### src/rtl/line_buf_ctrl.sv
// line_buf_ctrl: sequences read-then-write accesses to the single-port row FIFO of the
// PNG filter stage. Define LINE_BUF_CTRL_NBR_EN to add left/upper-left neighbour outputs.
module line_buf_ctrl #(
    parameter int unsigned DATA_WD   = 8,
    parameter int unsigned SIZE_W_WD = 16,
    parameter int unsigned SIZE_H_WD = 16
) (
    input  logic                 clk,
    input  logic                 rstn,
    input  logic [SIZE_W_WD-1:0] cfg_w_i,
    input  logic [SIZE_H_WD-1:0] cfg_h_i,
    input  logic                 start_i,
    output logic                 busy_o,
    output logic                 done_o,
    input  logic                 pix_val_i,
    input  logic [DATA_WD-1:0]   pix_dat_i,
    output logic                 pix_rdy_o,
    output logic                 fifo_wr_val_o,
    output logic [DATA_WD-1:0]   fifo_wr_dat_o,
    output logic                 fifo_rd_val_o,
    input  logic [DATA_WD-1:0]   fifo_rd_dat_i,
    output logic                 out_val_o,
    output logic [DATA_WD-1:0]   out_cur_o,
    output logic [DATA_WD-1:0]   out_up_o,
`ifdef LINE_BUF_CTRL_NBR_EN
    output logic [DATA_WD-1:0]   out_left_o,
    output logic [DATA_WD-1:0]   out_upleft_o,
`endif
    output logic                 out_sol_o,
    output logic                 out_eol_o
);

    typedef enum logic [1:0] {IDLE, ACC, WRB} state_t;

    localparam logic [SIZE_W_WD-1:0] W_ONE = SIZE_W_WD'(1);
    localparam logic [SIZE_H_WD-1:0] H_ONE = SIZE_H_WD'(1);

    state_t               state_q, state_d;
    logic [SIZE_H_WD-1:0] cfg_h_q;
    logic [SIZE_H_WD-1:0] row_q;
    logic [SIZE_W_WD-1:0] col_q;
    logic [DATA_WD-1:0]   cur_q;
    logic                 col_end, row_end, last_pix, row0;

    assign col_end  = (col_q == cfg_w_i - W_ONE);
    assign row_end  = (row_q == cfg_h_q - H_ONE);
    assign last_pix = col_end && row_end;
    assign row0     = (row_q == '0);

    assign busy_o        = (state_q != IDLE);
    assign fifo_wr_dat_o = cur_q;

    always_comb begin
        state_d       = state_q;
        pix_rdy_o     = 1'b0;
        fifo_rd_val_o = 1'b0;
        fifo_wr_val_o = 1'b0;
        unique case (state_q)
            IDLE: begin
                if (start_i) state_d = ACC;
            end
            ACC: begin
                pix_rdy_o = 1'b1;
                if (pix_val_i) begin
                    // read is issued in the accept cycle so data lands during WRB
                    fifo_rd_val_o = !row0;
                    state_d       = WRB;
                end
            end
            WRB: begin
                fifo_wr_val_o = 1'b1;
                state_d       = last_pix ? IDLE : ACC;
            end
            default: state_d = IDLE;
        endcase
    end

    always_ff @(posedge clk or negedge rstn) begin
        if (!rstn) state_q <= IDLE;
        else       state_q <= state_d;
    end

    always_ff @(posedge clk or negedge rstn) begin
        if (!rstn) begin
            cfg_h_q      <= '0;
            row_q        <= '0;
            col_q        <= '0;
            cur_q        <= '0;
            done_o       <= 1'b0;
            out_val_o    <= 1'b0;
            out_cur_o    <= '0;
            out_up_o     <= '0;
            out_sol_o    <= 1'b0;
            out_eol_o    <= 1'b0;
`ifdef LINE_BUF_CTRL_NBR_EN
            out_left_o   <= '0;
            out_upleft_o <= '0;
`endif
        end else begin
            out_val_o <= 1'b0;
            done_o    <= 1'b0;
            case (state_q)
                IDLE: begin
                    if (start_i) begin
                        cfg_h_q <= cfg_h_i;
                        col_q   <= '0;
                        row_q   <= '0;
                    end
                end
                ACC: begin
                    if (pix_val_i) cur_q <= pix_dat_i;
                end
                WRB: begin
                    out_val_o <= 1'b1;
                    out_cur_o <= cur_q;
                    out_up_o  <= row0 ? '0 : fifo_rd_dat_i;
                    out_sol_o <= (col_q == '0);
                    out_eol_o <= col_end;
                    done_o    <= last_pix;
`ifdef LINE_BUF_CTRL_NBR_EN
                    // previous output pair of the same row becomes the neighbour pair
                    out_left_o   <= (col_q == '0) ? '0 : out_cur_o;
                    out_upleft_o <= (col_q == '0) ? '0 : out_up_o;
`endif
                    if (col_end) begin
                        col_q <= '0;
                        if (!row_end) row_q <= row_q + H_ONE;
                    end else begin
                        col_q <= col_q + W_ONE;
                    end
                end
                default: ;
            endcase
        end
    end

endmodule

### config.mk
export PLATFORM = sky130hd
export DESIGN_NAME = line_buf_ctrl
export DESIGN_NICKNAME = d
export VERILOG_FILES = /design/src/rtl/line_buf_ctrl.sv
export SDC_FILE = /design/constraint.sdc
export NUM_CORES = 1
export LEC_CHECK = 0
export BUFFER_PORTS_ARGS = -buffer_cell sky130_fd_sc_hd__buf_2
export CAP_MARGIN = 20
export CORE_ASPECT_RATIO = 1.2
export CORE_MARGIN = 3
export CORE_UTILIZATION = 55
export DETAILED_ROUTE_END_ITERATION = 12
export PLACE_DENSITY = 0.79
export SKIP_LAST_GASP = 1
export SLEW_MARGIN = 20
export SYNTH_ARGS = -nofsm -noshare
export SYNTH_HDL_FRONTEND = slang
export SYNTH_SLANG_ARGS = --single-unit
### constraint.sdc
create_clock -name clk -period 7.79 [get_ports clk]
set_clock_uncertainty 0.2 [all_clocks]
set_input_delay 0.3895 -clock clk [delete_from_list [all_inputs] [get_ports clk]]
set_output_delay 0.3895 -clock clk [all_outputs]
set_load 0.005 [all_outputs]
# [Word level (Yosys, flattened, before mapping)]
# Index checks and enable logic that the tools add are counted.
[totals] ff_bits=78 in_bits=52 out_inout_bits=32 word_cells=51
[classes] n_addsub=4 eq_ne=8 n_mux=16 reduce_logical=12
[op_table] op="16-bit two-way mux" n=4
[op_table] op="16-bit one-hot mux with 2 select lines" n=2
[op_table] op="16-bit by 1-bit adder with 16-bit output (second input constant)" n=2
[op_table] op="16-bit == test" n=2
[op_table] op="16-bit logical NOT" n=2
[op_table] op="16-bit by 1-bit subtractor with 16-bit output (second input constant)" n=2
[op_table] op="8-bit two-way mux" n=1
[op_table] op="2-bit != test (second input constant)" n=4
[op_table] op="2-bit AND reduction" n=4
[op_table] op="1-bit two-way mux" n=6
[op_table] op="2-bit one-hot mux with 3 select lines" n=1
[op_table] op="2-bit two-way mux" n=2
[op_table] op="4-bit AND reduction" n=1
[op_table] op="2-bit nonzero test" n=2
[op_table] op="2-bit by 1-bit == test with 1-bit output (second input constant)" n=1
[op_table] op="2-bit == test (second input constant)" n=1
[op_table] op="2-bit logical NOT" n=1
[op_table] op="1-bit logical AND" n=1
[op_table] op="1-bit logical NOT" n=1

# [Logic depth before layout (Yosys ltp)]
[logic_depth] ltp_word=5 depth_mapped=11 depth_no_buf=10

# [Worst setup path after synthesis]
# OpenSTA, ideal clock, no wires.
[synth_path] kind="input port to flip-flop" start="input cfg_w_i[7]" end="register row_q[14]" setup_time_ns=0.078 arrival_ns=3.070 required_time_ns=7.512 path_slack_ns=4.442 path_stages=9 path_buffers=1 cell_sequence="or4_4 -> or3_1 -> or4_1 -> a221oi_2 -> nand4_2 -> a21o_1 -> buf_6 -> or3_1 -> a21oi_1"
[synth_via] elab_chain_len=4
[synth_rtl] item="start, declared" line="10" rtl="input logic [SIZE_W_WD-1:0] cfg_w_i,"
[synth_rtl] item="16-bit by 1-bit subtractor with 16-bit output" line="45" rtl="assign col_end = (col_q == cfg_w_i - W_ONE);"
[synth_rtl] item="16-bit == test" line="45"
[synth_rtl] item="2-bit != test (no source line)"
[synth_rtl] item="4-bit AND reduction (no source line)"
[synth_rtl] item="end signal, assigned" line="127" rtl="if (!row_end) row_q <= row_q + H_ONE;"
[synth_rtl] item="end, declared" line="40" rtl="logic [SIZE_H_WD-1:0] row_q;"
# No other way between the ends.
# A chain may end at the register's enable or synchronous reset.

# [Worst setup path after layout]
[layout_path] start="input cfg_w_i[2]" end="register row_q[8]"
# Same word-level chain as after synthesis.

==> impl_metrics.tcl <==
set metrics [dict create \
    max-cap-violations 0 \
    antenna_found_initial 0 \
    critical_path_capture_point_type "flop" \
    grt_max_degree 79 \
    synth_simple_gate_area_share_pct 28.5 \
    final_cell_count_no_fill 733 \
    dieArea_um2 9530 \
    skew_pair_late_insertion_delay_ns 0.35 \
    final_layout_size_suffix_gt1_share_pct 18.8 \
    insertedDiodeCount 0 \
    syn_nets 605 \
    route.detailed.vias_per_inst 5.81 \
    total_buffers_and_inverters_traversed_by_the_critical_path 1 \
    dpl.hpwl_mm 8.31 \
    dpl.cell_count 718 \
    cts_buffer_depth 2 \
    buffer_count_from_post_cts_setup_fixing 0 \
    post-route-period-util_pct 46.1 \
    synth-warning-count 0 \
    final-hold-violation-count 18 \
    cts-buffers-inserted 9 \
    violations "negative hold slack" \
    post-place-ws_ns 3.82 \
    gr-total-overflow 0 \
    layout.cells.most_common "sky130_fd_sc_hd__nand2_1" \
    number_of_port_buffers 83 \
    proportion_of_synthesized_chip_area_in_sequential_cells_pct 42.3 \
    xor_xnor_cell_area_share_of_the_yosys_netlist_pct 7.51 \
    routedWlPerCell_um 15.4 \
    path_delay_family "simple AND/OR/NAND/NOR gates" \
    synthFlopType "sky130_fd_sc_hd__dfrtp_1" \
    timing.critical_path.required_ns 7.86 \
    setup.worst_path.class "in -> reg" \
    path_clk_slew_ns 0.08 \
    slew_violations 0 \
    grt_usage_pct 24.9 \
    clock_sinks 78 \
    dominant_combinational_cell_family_by_area_after_synthesis "simple AND/OR/NAND/NOR gates" \
    post-route-drc-count 0 \
    hold_buffers 0 \
    pin_count 84 \
    critical_path_arrival_ns 3.66 \
    startpoint_type "input port" \
    ys_seq_elements 78 \
    muxShareOfSynthArea_pct 2.60 \
    core_area_um2 7930 \
    timing_worst_slew_pin_value_ns 0.981 \
    cts.repair.resized 0 \
    area_delta_synth_final_pct 13.8 \
    layout_common_cells "sky130_fd_sc_hd__nand2_1, sky130_fd_sc_hd__buf_2, sky130_fd_sc_hd__dfrtp_1" \
    drt-total-wl_mm 11.3 \
    number_of_iterations_in_the_first_detailed_routing_pass 4 \
    place_congestion 0.854 \
    cts_tree "yes" \
    timing.critical_path.slowest_stage_cell "sky130_fd_sc_hd__nor4_1" \
    nNetsFinal 676 \
    synth-compound-area-share_pct 14.0 \
    slowest_cell_delay_on_critical_path_ns 0.74 \
    die-width_um 89.6 \
    setup_viol 0 \
    cp_max_fo 26 \
    count_of_mapped_cells_out_of_synthesis 547 \
    dieHeight_um 106 \
    period_needed_ns 3.59 \
    critical-path-top-cell-by-count "sky130_fd_sc_hd__or4_1" \
    grt_first_pass_wirelength_mm 18.9 \
    tightest_slew_margin_relative_to_the_limit_pct 34.6 \
    mappedNetlistArea_um2 4610 \
    fmax_mhz 278 \
    timing.setup.tns_ns 0 \
    initial_core_util_pct 58.2 \
    floorplan.rows 35 \
    final_core_util_pct 66.3 \
    ordered_list_of_cells_on_the_worst_path "buf_2, nor4_1, nand2_1, or4_1, a221oi_2, nand4_2, a21o_1, or4_1, a21oi_1" \
    timing.hold.ws_ns -0.0312 \
    h-tree-depth 3 \
    worst_slack_ns 4.20 \
    grt_setup_unrepaired "false" \
    cts_root_buf "sky130_fd_sc_hd__clkbuf_8" \
    via_count_of_the_first_global_routing_pass 4165 \
    syn_avg_cell_area_um2 8.43 \
    initial_drc_count 207 \
    leakage_dissipation_nw 2.44 \
    synth_edf_count 0 \
    hold_class "in -> async" \
    ant_nets 0 \
    status "finished, violations left" \
    yosys.cell_types.count 56 \
    detailroute.via_count 4261 \
    ir_worst_vdd_mv 0.165 \
    pwr_per_cell_area_nw_per_um2 278 \
    async_flop_share_pct 100 \
    yosys.area_share.adder_pct 1.63 \
]
==> worst register-to-register path: stages (launching register included) <==
cell                       delay (ns)
sky130_fd_sc_hd__dfrtp_1         0.48
sky130_fd_sc_hd__nor4_1          0.66
sky130_fd_sc_hd__nand2_1         0.23
sky130_fd_sc_hd__o31a_1          0.33
sky130_fd_sc_hd__nor4_1          0.34
sky130_fd_sc_hd__o2111a_1        0.34
sky130_fd_sc_hd__a21o_1          0.56
sky130_fd_sc_hd__or3_1           0.22
sky130_fd_sc_hd__a21oi_1         0.06
==> registers in the layout (all words and copies together), names as in the netlist <==
signal         cells
cfg_h_q           16
col_q             16
row_q             16
fifo_wr_dat_o      8
out_cur_o          8
out_up_o           8
state_q            2
done_o             1
out_eol_o          1
out_sol_o          1
out_val_o          1
==> worst paths after layout <==
check                                         startpoint  slack, ns  depth (start not counted)                            to
worst max-delay path                          cfg_w_i[2]       4.20                          9          row_q[8]$_DFFE_PN0P_
min in group clk                              cfg_h_i[4]       0.03                          3        cfg_h_q[4]$_DFFE_PN0P_
max in group asynchronous                           rstn       6.75                          1  fifo_wr_dat_o[7]$_DFFE_PN0P_
worst min-delay path                                rstn      -0.03                          1       cfg_h_q[11]$_DFFE_PN0P_
worst max register to register    cfg_h_q[6]$_DFFE_PN0P_       4.21                          8          row_q[4]$_DFFE_PN0P_
worst min register to register  out_cur_o[6]$_DFFE_PN0P_       0.27                          2      out_cur_o[6]$_DFFE_PN0P_
==> through the flow <==
step	instance area [um^2]	power, mW
4_1_cts	5240	1.47
5_1_grt	5250	1.58
6_report	5250	1.46
2_1_floorplan	4610	1.00
3_3_place_gp	5080	1.18
3_5_place_dp	5080	1.20
==> synthesized netlist by cell type (7+ instances only) <==
master / n / share of area, %
sky130_fd_sc_hd__inv_1: 17 / 1.4
sky130_fd_sc_hd__mux2_2: 8 / 2.0
sky130_fd_sc_hd__nor2_1: 20 / 1.6
sky130_fd_sc_hd__xnor2_1: 20 / 3.8
sky130_fd_sc_hd__nand2_1: 121 / 9.8
sky130_fd_sc_hd__o21ai_1: 9 / 0.98
sky130_fd_sc_hd__o21ai_0: 47 / 5.1
sky130_fd_sc_hd__nor4_1: 14 / 1.9
sky130_fd_sc_hd__nand4_1: 7 / 0.95
sky130_fd_sc_hd__clkbuf_1: 22 / 1.8
sky130_fd_sc_hd__nand3_1: 14 / 1.5
sky130_fd_sc_hd__dfrtp_1: 78 / 42
sky130_fd_sc_hd__nor3_1: 24 / 2.6
sky130_fd_sc_hd__and3_1: 11 / 1.5
sky130_fd_sc_hd__a21oi_1: 17 / 1.8
sky130_fd_sc_hd__or3_1: 18 / 2.4
sky130_fd_sc_hd__xor2_1: 17 / 3.2
==> report_power, final <==
| group | switching [mW] | internal (mW) | leakage (nW) | total, mW |
|---|---|---|---|---|
| clock network | 0.150 | 0.115 | 0.0865 | 0.265 |
| registers | 0.111 | 0.520 | 1.03 | 0.631 |
| logic | 0.320 | 0.244 | 1.33 | 0.564 |
| total | 0.581 | 0.879 | 2.44 | 1.46 |
==> logic make-up after synthesis <==
family / after synthesis
multiplexers: 11
buffers and inverters: 41
flip-flops: 78
XOR/XNOR: 38
AO/OA/AOI/OAI: 107
adder cells (fa/ha/maj): 6
AND/OR/NAND/NOR: 266
==> metal layers <==
layer	global-route usage, %	vias up	wire, um	share of wire (%)
met5	0	-	0	0
met4	9.57	0	284	2.5
met3	4.42	28	428	3.8
met2	42.4	101	5910	52
met1	30.6	2058	4690	41
li1	-	2074	-	-
==> cell type report <==
class	instances	area, um^2
fillers	659	2680
multi-input cells	428	2510
flip-flops and latches	78	1950
repair buffers	84	425
well taps	111	139
clock buffers	10	128
inverters	17	63.8
clock inverters	5	36.3
Power figures use the tool's default switching activity.
